### config.mk
export PLATFORM = sky130hd
export DESIGN_NAME = gen_fip_max_finder
export DESIGN_NICKNAME = d
export VERILOG_FILES = /design/src/rtl/gen_fip_max_finder_pkg.sv /design/src/rtl/gen_fip_sign_comperator.sv /design/src/rtl/gen_fip_max_finder.sv
export SDC_FILE = /design/constraint.sdc
export NUM_CORES = 1
export LEC_CHECK = 0
export CORE_MARGIN = 2
export CORE_UTILIZATION = 54
export DETAILED_ROUTE_END_ITERATION = 7
export GPL_ROUTABILITY_DRIVEN = 0
export PLACE_DENSITY_LB_ADDON = 0.2
export SLEW_MARGIN = 20
export SYNTH_ARGS = -nofsm -noshare
export SYNTH_HDL_FRONTEND = slang
export SYNTH_SLANG_ARGS = --single-unit
### constraint.sdc
create_clock -name clk -period 5 [get_ports clk]
set_input_delay 1.5 -clock clk [delete_from_list [all_inputs] [get_ports clk]]
set_output_delay 1.5 -clock clk [all_outputs]
set_load 0.1 [all_outputs]
### src/rtl/gen_fip_max_finder_pkg.sv
// Shared types and helpers for the sequential fixed-point arg-max engine.
package gen_fip_max_finder_pkg;

  typedef enum logic [1:0] {
    ST_IDLE = 2'd0,
    ST_RUN  = 2'd1,
    ST_DONE = 2'd2
  } max_fsm_st_t;

  // Larger of two widths, used to align operands of mixed formats.
  function automatic int max_w(input int a, input int b);
    return (a > b) ? a : b;
  endfunction

endpackage

### src/rtl/gen_fip_sign_comperator.sv
// Signed fixed-point comparator: o_res=1 when num1 >= num2, else 0.
// Operands of different formats are aligned on the binary point first.
module gen_fip_sign_comperator
  import gen_fip_max_finder_pkg::*;
#(
  parameter int NUM1_INT_W   = 1,
  parameter int NUM1_FRACT_W = 5,
  parameter int NUM2_INT_W   = 1,
  parameter int NUM2_FRACT_W = 5,
  localparam int NUM1_W      = NUM1_INT_W + NUM1_FRACT_W,
  localparam int NUM2_W      = NUM2_INT_W + NUM2_FRACT_W
) (
  input  logic              i_start_pls,
  input  logic [NUM1_W-1:0] i_num1,
  input  logic [NUM2_W-1:0] i_num2,
  output logic              o_res,
  output logic              o_done_pls
);

  localparam int INT_W   = max_w(NUM1_INT_W, NUM2_INT_W);
  localparam int FRACT_W = max_w(NUM1_FRACT_W, NUM2_FRACT_W);
  localparam int EXT_W   = INT_W + FRACT_W;
  localparam int SH1     = FRACT_W - NUM1_FRACT_W;
  localparam int SH2     = FRACT_W - NUM2_FRACT_W;

  logic signed [EXT_W-1:0] w_a;
  logic signed [EXT_W-1:0] w_b;

  // Sign-extend to the common integer width, then pad fractions on the right.
  assign w_a = EXT_W'($signed(i_num1)) <<< SH1;
  assign w_b = EXT_W'($signed(i_num2)) <<< SH2;

  assign o_res      = (w_a >= w_b);
  assign o_done_pls = i_start_pls;

endmodule

### src/rtl/gen_fip_max_finder.sv
// Sequential arg-max over a valid/ready stream of signed fixed-point samples.
// One comparator is shared across all samples; ties keep the earliest index.
module gen_fip_max_finder
  import gen_fip_max_finder_pkg::*;
#(
  parameter int NUM_INT_W   = 1,
  parameter int NUM_FRACT_W = 5,
  parameter int MAX_LEN     = 16,
  localparam int NUM_W      = NUM_INT_W + NUM_FRACT_W,
  localparam int IDX_W      = $clog2(MAX_LEN)
) (
  input  logic             clk,
  input  logic             rstn,
  input  logic             i_start_pls,
  input  logic [IDX_W:0]   i_len,
  input  logic             i_valid,
  input  logic [NUM_W-1:0] i_num,
  output logic             o_ready,
  output logic             o_busy,
  output logic             o_done_pls,
  output logic [NUM_W-1:0] o_max,
  output logic [IDX_W-1:0] o_max_idx
);

  localparam logic [IDX_W:0] LEN_MAX = (IDX_W + 1)'(MAX_LEN);
  localparam logic [IDX_W:0] CNT_ONE = (IDX_W + 1)'(1);

  max_fsm_st_t      r_state;
  max_fsm_st_t      w_state_nxt;
  logic [IDX_W:0]   r_len;
  logic [IDX_W:0]   r_cnt;
  logic [NUM_W-1:0] r_max;
  logic [IDX_W-1:0] r_idx;

  logic             w_accept;
  logic             w_last;
  logic             w_start;
  logic [IDX_W:0]   w_len_clamped;
  logic             w_cmp_res;
  logic             w_cmp_valid;
  logic             w_take_new;

  assign w_accept      = (r_state == ST_RUN) && i_valid;
  assign w_last        = (r_cnt == (r_len - CNT_ONE));
  assign w_start       = (r_state == ST_IDLE) && i_start_pls;
  assign w_len_clamped = (i_len > LEN_MAX) ? LEN_MAX : i_len;

  gen_fip_sign_comperator #(
    .NUM1_INT_W   (NUM_INT_W),
    .NUM1_FRACT_W (NUM_FRACT_W),
    .NUM2_INT_W   (NUM_INT_W),
    .NUM2_FRACT_W (NUM_FRACT_W)
  ) u_cmp (
    .i_start_pls (w_accept),
    .i_num1      (r_max),
    .i_num2      (i_num),
    .o_res       (w_cmp_res),
    .o_done_pls  (w_cmp_valid)
  );

  // o_res==0 means the incoming sample is strictly larger than the current max.
  assign w_take_new = w_cmp_valid && !w_cmp_res;

  // State register.
  always_ff @(posedge clk or negedge rstn) begin
    if (!rstn) begin
      r_state <= ST_IDLE;
    end else begin
      r_state <= w_state_nxt;
    end
  end

  // Next-state logic.
  always_comb begin
    w_state_nxt = r_state;
    case (r_state)
      ST_IDLE: begin
        if (i_start_pls) begin
          w_state_nxt = (w_len_clamped == '0) ? ST_DONE : ST_RUN;
        end else begin
          w_state_nxt = ST_IDLE;
        end
      end
      ST_RUN: begin
        if (w_accept && w_last) begin
          w_state_nxt = ST_DONE;
        end else begin
          w_state_nxt = ST_RUN;
        end
      end
      ST_DONE: w_state_nxt = ST_IDLE;
      default: w_state_nxt = ST_IDLE;
    endcase
  end

  // Length, index counter and running maximum.
  always_ff @(posedge clk or negedge rstn) begin
    if (!rstn) begin
      r_len <= '0;
      r_cnt <= '0;
      r_max <= '0;
      r_idx <= '0;
    end else if (w_start) begin
      r_len <= w_len_clamped;
      r_cnt <= '0;
      r_max <= '0;
      r_idx <= '0;
    end else if (w_accept) begin
      r_cnt <= r_cnt + CNT_ONE;
      if (r_cnt == '0) begin
        r_max <= i_num;
        r_idx <= '0;
      end else if (w_take_new) begin
        r_max <= i_num;
        r_idx <= r_cnt[IDX_W-1:0];
      end else begin
        r_max <= r_max;
        r_idx <= r_idx;
      end
    end else begin
      r_cnt <= r_cnt;
    end
  end

  assign o_ready    = (r_state == ST_RUN);
  assign o_busy     = (r_state != ST_IDLE);
  assign o_done_pls = (r_state == ST_DONE);
  assign o_max      = r_max;
  assign o_max_idx  = r_idx;

endmodule

Word level (Yosys, flattened, before mapping):

Index checks and enable logic that the tools add are counted.

* add/sub/neg operators: 2
* equality and inequality tests: 3
* magnitude comparators: 2
* multiplexer cells: 15
* reductions and logical operators: 12

Operators by type and width (number)
* $mux W6: 4
* $mux W4: 4
* $mux W5: 3
* $logic_not A5 Y1: 2
* $ge A6 B6 Y1: 1
* $mux W2: 3
* $add A5 B1 Y5 const B: 1
* $eq A5 B5 Y1: 1
* $gt A5 B5 Y1 const B: 1
* $sub A5 B1 Y5 const B: 1
* $logic_and A1 B1 Y1: 4
* $pmux W2 S2: 1
* $reduce_bool A2 Y1: 2
* $reduce_bool A3 Y1: 1
* $eq A2 B1 Y1 const B: 1
* $eq A2 B2 Y1 const B: 1
* $logic_not A2 Y1: 1
* $reduce_and A2 Y1: 1
* $logic_not A1 Y1: 1

* output and inout bits: 13
* input bits: 15
* flip-flop bits (word level): 22

Longest topological paths before layout:

Gate-level depths: netlist of run 1.

* word-level depth: 7
* depth in mapped cells: 8
* depth with buffers taken out: 7

By module:

From an unflattened synthesis of run 1, not the netlist that was laid out.

* cells, all modules: 134
* area total of the unflattened synthesis: 1292.5 µm²

By module, submodules not included
* gen_fip_max_finder: cells each 113, instances 1, area each 1133.6 µm²
* gen_fip_sign_comperator: cells each 21, instances 1, area each 158.9 µm²

Worst setup path after synthesis of run 1:

No wires, ideal clock.

* kind: input -> register
* start: in i_num[0]
* end: reg r_idx[0] (netlist: o_max_idx[0])
* stages: 7
* library setup time: 123 ps
* buffers on the path: 1
* setup slack: 2053 ps
* data arrival time: 2824 ps
* data required time: 4877 ps
* path through: ha_1 > nand2b_4 > a2111oi_4 > nor3_2 > o22a_1 > buf_6 > a32o_1

* longest elaborated chain between the ends: 5

Ends and longest elaborated chain
* start: declaration: line gen_fip_max_finder.sv:17 `input logic [NUM_W-1:0] i_num,`
* $ge A6 B6 Y1: line gen_fip_sign_comperator.sv:33 `assign o_res = (w_a >= w_b);`
* $logic_not A1 Y1: line gen_fip_max_finder.sv:62 `assign w_take_new = w_cmp_valid && !w_cmp_res;`
* $logic_and A1 B1 Y1: line gen_fip_max_finder.sv:62
* $reduce_bool A3 Y1 (no line)
* $reduce_and A2 Y1 (no line)
* end signal: assignment: line gen_fip_max_finder.sv:115 `r_idx <= r_cnt[IDX_W-1:0];`
* end signal: assignment: line gen_fip_max_finder.sv:118 `r_idx <= r_idx;`
* end: declaration: line gen_fip_max_finder.sv:33 `logic [IDX_W-1:0] r_idx;`

Every way passes these cells.
A chain may end at the register's enable or synchronous reset.

Final worst setup path of run 1:

* start: reg r_state[1]
* end: out o_ready

* longest elaborated chain between the ends: 1

Ends and longest elaborated chain
* start: declaration: line gen_fip_max_finder.sv:28 `max_fsm_st_t r_state;`
* start signal: assignment: line gen_fip_max_finder.sv:69 `r_state <= w_state_nxt;`
* $eq A2 B1 Y1: line gen_fip_max_finder.sv:125 `assign o_ready = (r_state == ST_RUN);`
* end: declaration: line gen_fip_max_finder.sv:18 `output logic o_ready,`

Every way passes these cells.

==> run summary, run 1 <==
Max Fclk: 281 MHz
final worst path period share: 0.711
Mapped Area: 1330 sq um
final net count: 177
worst endpoint required time: 3.50 ns
wire length per cell: 14.8 um
cells after synthesis: 126
CP top delay family: buffers and inverters
initial antenna violation count: 0
standard-cell rows: 17
WP depth: 2
crit path launch type: register
Reg2Reg Depth: 7
YS warnings: 0
TritonCTS buffer count: 3
outcome: finished, final reports clean
DRT Wirelength: 2.65 mm
htree depth: 1
largest net degree at the start of global routing: 23
CTS tree: built
first-pass GRT wire length: 4.43 mm
core box area: 2280 sq um
root buf cell: clkbuf_4
total vias in the final route: 1016
Post-Syn Nets: 150
Layout fillers: 175
FF-to-FF Start: o_max[0]
number of max-cap violations: 0
Worst Hold Class: register to register
Buf+Inv Stages, Crit Path: 1
Worst Setup EP: o_ready
Final Setup Violations: 0
DR pass1 iterations: 4
GRT Residual Overflow: 0
Seq/Total Area, Yosys: 0.415
TNS Setup: 0 ns
crit end category: output pin
Die ar.: 2870 sq um
all-layer global routing usage: 0.218
Slowest-stage cell, CP: clkdlybuf4s50_1
vias per inst: 5.68
share of the synthesized area in the top cell type: 0.415
most frequent cells in the layout: clkdlybuf4s50_1, dfrtp_1, nand2_1, inv_1
Setup Skew: 0.00455 ns
DP Wirelength: 1.99 mm
CP max FO: 4
worst-path cell chain: nor2b_4, clkdlybuf4s50_1
final max-slew violation count: 0
Starting Density: 0.583
worst-margin pin slew: 0.980 ns
ANT cells: 0
Data arrival, critical path: 2.05 ns
flops & latches, synth: 22
min cycle time layout: 3.55 ns
post-CTS resize count: 0
most common cell after layout, fill and taps aside: clkdlybuf4s50_1
cell taking the most area after synthesis: dfrtp_1
Area contributors post-synth: dfrtp_1, ha_1, a22o_1
RSZ-0062 raised after global routing: false
vias in the first global route: 980
io pins: 28
library cells used by synthesis: 35
fraction of layout cells with a size suffix above 1: 0.0927
port bufs: 27
latest clock arrival within the worst-skew pair: 0.31 ns
Die Ht: 53.6 um
Residual DRC: 0
CP startpoint: r_state[1]
P&R area growth vs syn: 21.0%
clock buffer depth: 2
Setup Buffers After CTS: 0
Initial DRC Count: 26
Die W: 53.6 um
Setup CP Type: register to output pin
syn avg cell area: 10.5 sq um
Final ANT Viol Nets: 0
Max-Slew Margin vs Limit: 0.345
Clk pin slew, worst setup/hold paths: 0.12 ns
final hold violations: 0
CTS Hold Buffers Added: 0
r2r endpoint: o_max_idx[3]
register-to-register setup slack: 3.00 ns
Clock Sinks: 22
crit-path max cell delay: 1.14 ns
-- kinds of logic (layout without fill, tap and decap cells) --
family | Yosys count | count (layout) | synth area share
simple gates | 47 | 47 | 0.228
flops | 22 | 22 | 0.415
buf+inv | 16 | 41 | 0.0679
compound gates | 24 | 24 | 0.152
xor+xnor | 8 | 8 | 0.0528
fa+ha+maj | 9 | 9 | 0.0848
-- how the worst min path moves through the flow --
stage / start / end / slack, ns / cells past startpoint
4_1_cts: o_max_idx[1] / o_max_idx[1] / 0.52 / 1
2_1_floorplan: r_len[4] / r_len[4] / 0.46 / 2
3_5_place_dp: o_max_idx[2] / o_max_idx[2] / 0.48 / 1
5_1_grt: o_max_idx[1] / o_max_idx[1] / 0.54 / 1
3_3_place_gp: o_max_idx[0] / o_max_idx[0] / 0.48 / 1
6_report: o_max_idx[1] / o_max_idx[1] / 0.52 / 1
-- cell usage after synthesis --
library cell	count
dfrtp_1	22
nand2_1	16
inv_1	11
a22o_1	9
ha_1	9
nor2_1	6
nand3b_1	5
buf_6	4
o21ai_0	4
xnor2_1	4
xor2_1	4
a21oi_1	3
nor3_1	3
a32o_1	2
and2_4	2
nand4_1	2
o21ai_1	2
a2111oi_4	1
a311oi_1	1
and2b_1	1
clkbuf_1	1
nand2b_2	1
nand2b_4	1
nor2_2	1
nor2b_1	1
nor2b_4	1
nor3_2	1
nor3_4	1
nor3b_1	1
nor4_1	1
nor4b_4	1
nor4bb_1	1
o22a_1	1
o22ai_2	1
or2b_1	1
-- area by class of cell --
class / count / area [sq um] / area share
multi-input combinational: 88 / 687 / 0.428
sequential: 22 / 551 / 0.343
timing repair buffer: 27 / 270 / 0.168
inverter: 11 / 41.3 / 0.0257
tap: 28 / 35.0 / 0.0218
clock buffer: 3 / 22.5 / 0.0140
-- registers in the layout (all words and copies together) (netlist names) --
| signal | cells |
|---|---|
| r_len | 5 |
| o_max | 6 |
| r_state | 2 |
| o_max_idx | 4 |
| r_cnt | 5 |
-- per-layer routing --
layer	global-route usage	wire (um)	vias up
met1	0.292	1190	493
met2	0.358	1270	29
met3	0.0417	159	5
met4	0.0641	31	0
li1	-	-	489
met5	0	0	-
-- worst register-to-register path, stage by stage (launching register included) --
cell,delay (ns)
dfrtp_1,0.41
inv_1,0.07
ha_1,0.26
nand2b_4,0.14
a2111oi_4,0.34
nor3_2,0.10
o22ai_2,0.38
a22o_1,0.24
-- through the flow --
step	area (sq um)	utilization	cells	worst slack (ns)	hold slack [ns]
2_1_floorplan	1330	-	126	2.05	0.465
3_3_place_gp	1580	0.696	176	1.53	0.484
3_5_place_dp	1580	0.696	176	1.47	0.485
4_1_cts	1610	0.706	179	1.43	0.519
5_1_grt	1610	0.706	179	1.39	0.537
6_report	1610	0.706	179	1.45	0.516
Power of run 1 is left out: the tool's default activity adds up to more than one toggle a clock period on the data nets, which glitch-free logic cannot reach.
==> run 2, diff against run 1 <==
--- a/config.mk
+++ b/config.mk
@@ -6,7 +6,7 @@
 export NUM_CORES = 1
 export LEC_CHECK = 0
 export CORE_MARGIN = 2
-export CORE_UTILIZATION = 54
+export CORE_UTILIZATION = 45
 export DETAILED_ROUTE_END_ITERATION = 7
 export GPL_ROUTABILITY_DRIVEN = 0
 export PLACE_DENSITY_LB_ADDON = 0.2
==> constraint.sdc (replaced) <==
create_clock -name clk -period 3 [get_ports clk]
set_input_delay 0.9 -clock clk [delete_from_list [all_inputs] [get_ports clk]]
set_output_delay 0.9 -clock clk [all_outputs]
set_load 0.1 [all_outputs]
==> run summary, run 2 (synthesized netlist as in run 1, its figures left out) <==
Buf+Inv Stages, Crit Path: 1 (unchanged)
P&R area growth vs syn: 22.8%
worst-path cell chain: clkdlybuf4s50_1, ha_1, nand2b_4, a2111oi_4, nor3_2, o22a_1, a32o_1
root buf cell: clkbuf_4
RSZ-0062 raised after global routing: false
Initial DRC Count: 20 (-23%)
Clk pin slew, worst setup/hold paths: 0.13 ns (about the same)
Max Fclk: 388 MHz
Setup Buffers After CTS: 0 (unchanged)
CTS tree: built
Worst Hold Class: register to register
Die Ht: 58.3 um (+8.8%)
Setup CP Type: primary input to register
htree depth: 1 (unchanged)
Starting Density: 0.477 (-0.106)
wire length per cell: 15.0 um (+1.4%)
port bufs: 27 (unchanged)
most common cell after layout, fill and taps aside: dfrtp_1
first-pass GRT wire length: 4.77 mm (+7.6%)
total vias in the final route: 1011 (-0.49%)
Hold WS: 0.525 ns (+0.00854 ns)
vias in the first global route: 1068 (+9.0%)
outcome: finished, final reports clean
vias per inst: 5.44 (-4.2%)
Die ar.: 3400 sq um (+18%)
worst-margin pin slew: 0.362 ns (-0.618 ns)
crit path launch type: primary input
crit-path max cell delay: 0.43 ns (-0.71 ns)
Data arrival, critical path: 2.80 ns (+0.75 ns)
io pins: 28 (unchanged)
most frequent cells in the layout: dfrtp_1, nand2_1, buf_4, clkdlybuf4s50_1, inv_1
all-layer global routing usage: 0.184 (-0.0334)
CP max FO: 10 (+6)
GRT Residual Overflow: 0 (unchanged)
ANT cells: 0 (unchanged)
crit end category: register
register-to-register setup slack: 1.03 ns (-1.97 ns)
DRT Wirelength: 2.79 mm (+5.4%)
CTS Hold Buffers Added: 0 (unchanged)
worst endpoint required time: 3.22 ns (-0.28 ns)
final net count: 180 (+1.7%)
min cycle time layout: 2.58 ns
clock buffer depth: 2 (unchanged)
Max-Slew Margin vs Limit: 0.759 (+0.414)
TNS Setup: 0 ns (unchanged)
largest net degree at the start of global routing: 23 (unchanged)
Residual DRC: 0 (unchanged)
initial antenna violation count: 0 (unchanged)
TritonCTS buffer count: 3 (unchanged)
CP top delay family: compound AO/OA/AOI/OAI gates
core box area: 2780 sq um (+22%)
Final ANT Viol Nets: 0 (unchanged)
latest clock arrival within the worst-skew pair: 0.31 ns (about the same)
standard-cell rows: 19 (+2)
DR pass1 iterations: 4 (unchanged)
fraction of layout cells with a size suffix above 1: 0.200 (+0.107)
number of max-cap violations: 0 (unchanged)
Layout fillers: 258 (+47%)
DP Wirelength: 2.15 mm (+8.2%)
Slowest-stage cell, CP: clkdlybuf4s50_1
Clock Sinks: 22 (unchanged)
Final Setup Violations: 0 (unchanged)
Largest register FFs: 6 (unchanged)
final worst path period share: 0.860
Setup Skew: 0.000955 ns (-0.00360 ns)
post-CTS resize count: 0 (unchanged)
Die W: 58.3 um (+8.8%)
final hold violations: 0 (unchanged)
final max-slew violation count: 0 (unchanged)
-- run 2: changes by cell type in the layout (fill, tap and decap cells not counted), sizes merged --
| cell | change |
|---|---|
| buf | +16 |
| bufinv | +1 |
| clkdlybuf4s50 | -13 |
-- run 2: layout make-up --
| type | instances | area (sq um) | share of cell area |
|---|---|---|---|
| multi-input cells | 88 | 687 | 0.421 |
| repair buffers | 30 | 260 | 0.160 |
| clock inverters | 1 | 30.0 | 0.0184 |
| clock buffers | 3 | 22.5 | 0.0138 |
| inverters | 11 | 41.3 | 0.0253 |
| well taps | 31 | 38.8 | 0.0238 |
| flip-flops and latches | 22 | 551 | 0.338 |
-- run 2: stage by stage --
step	setup WS, ns	util	std cells	area (sq um)
6_report	0.419	0.586	186	1630
5_1_grt	0.340	0.586	186	1630
4_1_cts	0.417	0.586	186	1630
3_5_place_dp	0.0786	0.567	182	1580
3_3_place_gp	0.116	0.567	182	1580
2_1_floorplan	0.515	-	126	1330
-- run 2: final timing paths --
path                                 to  depth (start not counted)    startpoint
min                        o_max_idx[2]                          1  o_max_idx[2]
max reg2reg                o_max_idx[1]                          7      o_max[0]
min reg2reg                o_max_idx[2]                          1  o_max_idx[2]
min in group asynchronous      o_max[1]                          2          rstn
max                        o_max_idx[1]                          7      i_num[0]
max in group asynchronous      r_len[3]                          2          rstn
-- run 2: per-layer routing --
layer / global-route usage / part of all wire
met4: 0.0498 / 0.010
met2: 0.319 / 0.51
met5: 0 / 0
met1: 0.236 / 0.44
met3: 0.0330 / 0.033
-- run 2: worst reg2reg max path, cell delays in order (launching register included) --
cell and delay, ns:
dfrtp_1 0.39, inv_1 0.05, ha_1 0.26, nand2b_4 0.15, a2111oi_4 0.34, nor3_2 0.10
o22a_1 0.31, a32o_1 0.26
Power of run 2 is left out for the same reason.
==> run 3, diff against run 2 <==
--- a/config.mk
+++ b/config.mk
@@ -5,6 +5,7 @@
 export SDC_FILE = /design/constraint.sdc
 export NUM_CORES = 1
 export LEC_CHECK = 0
+export ABC_CLOCK_PERIOD_IN_PS = 3000
 export CORE_MARGIN = 2
 export CORE_UTILIZATION = 45
 export DETAILED_ROUTE_END_ITERATION = 7
==> results of run 3 <==
Final layout, timing and power as in run 2 (identical DEF).
Power of run 3 is left out for the same reason.
==> RTL edit (config.mk and constraints of run 3) <==
Change the parameter `NUM_INT_W` from 1 to 2.
--- a/src/rtl/gen_fip_max_finder.sv
+++ b/src/rtl/gen_fip_max_finder.sv
@@ -3,7 +3,7 @@
 module gen_fip_max_finder
   import gen_fip_max_finder_pkg::*;
 #(
-  parameter int NUM_INT_W   = 1,
+  parameter int NUM_INT_W   = 2,
   parameter int NUM_FRACT_W = 5,
   parameter int MAX_LEN     = 16,
   localparam int NUM_W      = NUM_INT_W + NUM_FRACT_W,
Ports: changed (resized i_num and o_max); port bits go from 28 to 30. The function was not compared with the original's and may differ.
==> RTL edit against run 3 <==
  * Cell area rose by 1.2%
  * Area after synthesis rose by 0.66%
  * Setup slack improved by 0.12 ns
  * Wire length fell by 10%
  * Sequential cell count rose by 1
  * Die area rose by 0.62%
  * Via count rose by 3.5%
  * Count of clock-buffer cells in the layout rose by 1
  * Critical path type unchanged
Power is not shown: default switching activity piles up to over one toggle a cycle in this logic, so the estimate is an artifact.
==> RTL edit: results (changes against run 3) <==
| Metric | Value |
|---|---|
| Status | finished clean |
| Top FF cell, synth | dfrtp_1 |
| First-pass GRT wire length | 4.44 mm (-6.8%) |
| Largest net degree at the start of global routing | 24 (+4.3%) |
| Worst Hold Class | reg2reg |
| Final nets | 196 (+8.9%) |
| Multiplexer share of the synthesized area | 8.33% (+8.3 points) |
| Count of different cell masters after synthesis | 32 (-8.6%) |
| Max-slew headroom | 65.7% (-10 points) |
| Complex-gate fraction of the synthesized area | 4.49% (-11 points) |
| Number of flip-flops in the largest register | 7 (+1) |
| WL per Instance | 12.5 µm (-17%) |
| Post-detail-place hpwl | 1.93 mm (-10%) |
| DR iter-0 viols | 36 (+80%) |
| Met3 Track Usage GR | 4.84% (+1.5 points) |
| Sequential element share of the synthesized area | 43.1% (+1.6 points) |
| Final Setup Violations | 0 (unchanged) |
| Delay-heaviest family, CP | buffers and inverters |
| M1 GR Usage | 20.9% (-2.7 points) |
| Area contributors post-synth | dfrtp_1, ha_1, mux2i_1, nand2_1, xnor2_1 |
| Crit path largest cell delay | 0.45 ns (+0.02 ns) |
| Clock Skew | 0.00122 ns (+0.000262 ns) |
| Syn_nets | 164 (+9.3%) |
| Adder-cell share of the synthesized area | 9.36% (+0.88 points) |
| GRT Overall Usage | 17.2% (-1.2 points) |
| GR Util met2 | 30.3% (-1.6 points) |
| # port buffers | 29 (+7.4%) |
| Vias in the first global route | 1009 (-5.5%) |
| Synth cell count leaders | nand2_1, dfrtp_1, inv_1 |
RTL edit: cell types whose count changed after synthesis, moves of 3 or more:
cell / delta
inv_1: +3
buf_6: -3
nand2_1: +9
a22o_1: -9
mux2i_1: +10
xnor2_1: +5
RTL edit: metal layers:
metal / vias to the layer above / wire length [µm]
li1: 522 / -
met1: 500 / 1110
met2: 22 / 1260
met3: 2 / 117
met4: 0 / 17
met5: - / 0
RTL edit: worst paths after layout:
| check | start | endpoint | slack [ns] | cells after the start |
|---|---|---|---|---|
| max | i_num[2] | o_max[3] | 0.54 | 9 |
| min | r_len[4] | r_len[4] | 0.51 | 2 |
| max reg2reg | o_max[0] | o_max[3] | 1.20 | 8 |
| min reg2reg | r_len[4] | r_len[4] | 0.51 | 2 |
| max in group asynchronous | rstn | r_cnt[2] | 1.85 | 2 |
| min in group asynchronous | rstn | o_max[4] | 0.93 | 2 |
RTL edit: worst reg2reg max path, cell delays in order (launching register included):
cell     delay, ns
dfrtp_1       0.39
inv_1         0.06
ha_1          0.27
nor2b_1       0.04
o21ai_0       0.16
nand4_1       0.11
a31oi_1       0.22
buf_4         0.26
mux2i_1       0.21
RTL edit: layout make-up:
class                           instances  area, µm²
Clock buffer                            4       26.3
Sequential cell                        23        576
Inverter                               14       52.6
Tap cell                               31       38.8
Fill cell                             265       1130
Multi-Input combinational cell         97        686
Timing Repair Buffer                   31        270
RTL edit: logic make-up after synthesis:
family	count (synthesis)
and+or+nand+nor	54
adders and majority gates	10
buffers and inverters	18
muxes	11
AOI/OAI and AO/OA	10
DFF	23
xor gates and xnor gates	12
RTL edit: metrics by stage:
stage	cell area, µm²	cells	util [%]	worst slack [ns]	hold WS, ns
detailed placement	1620	196	58.3	0.232	0.488
floorplan	1340	138	-	0.702	0.467
global route	1650	200	59.3	0.396	0.554
global placement	1620	196	58.3	0.297	0.483
finish	1650	200	59.3	0.542	0.512
CTS	1650	200	59.3	0.549	0.518
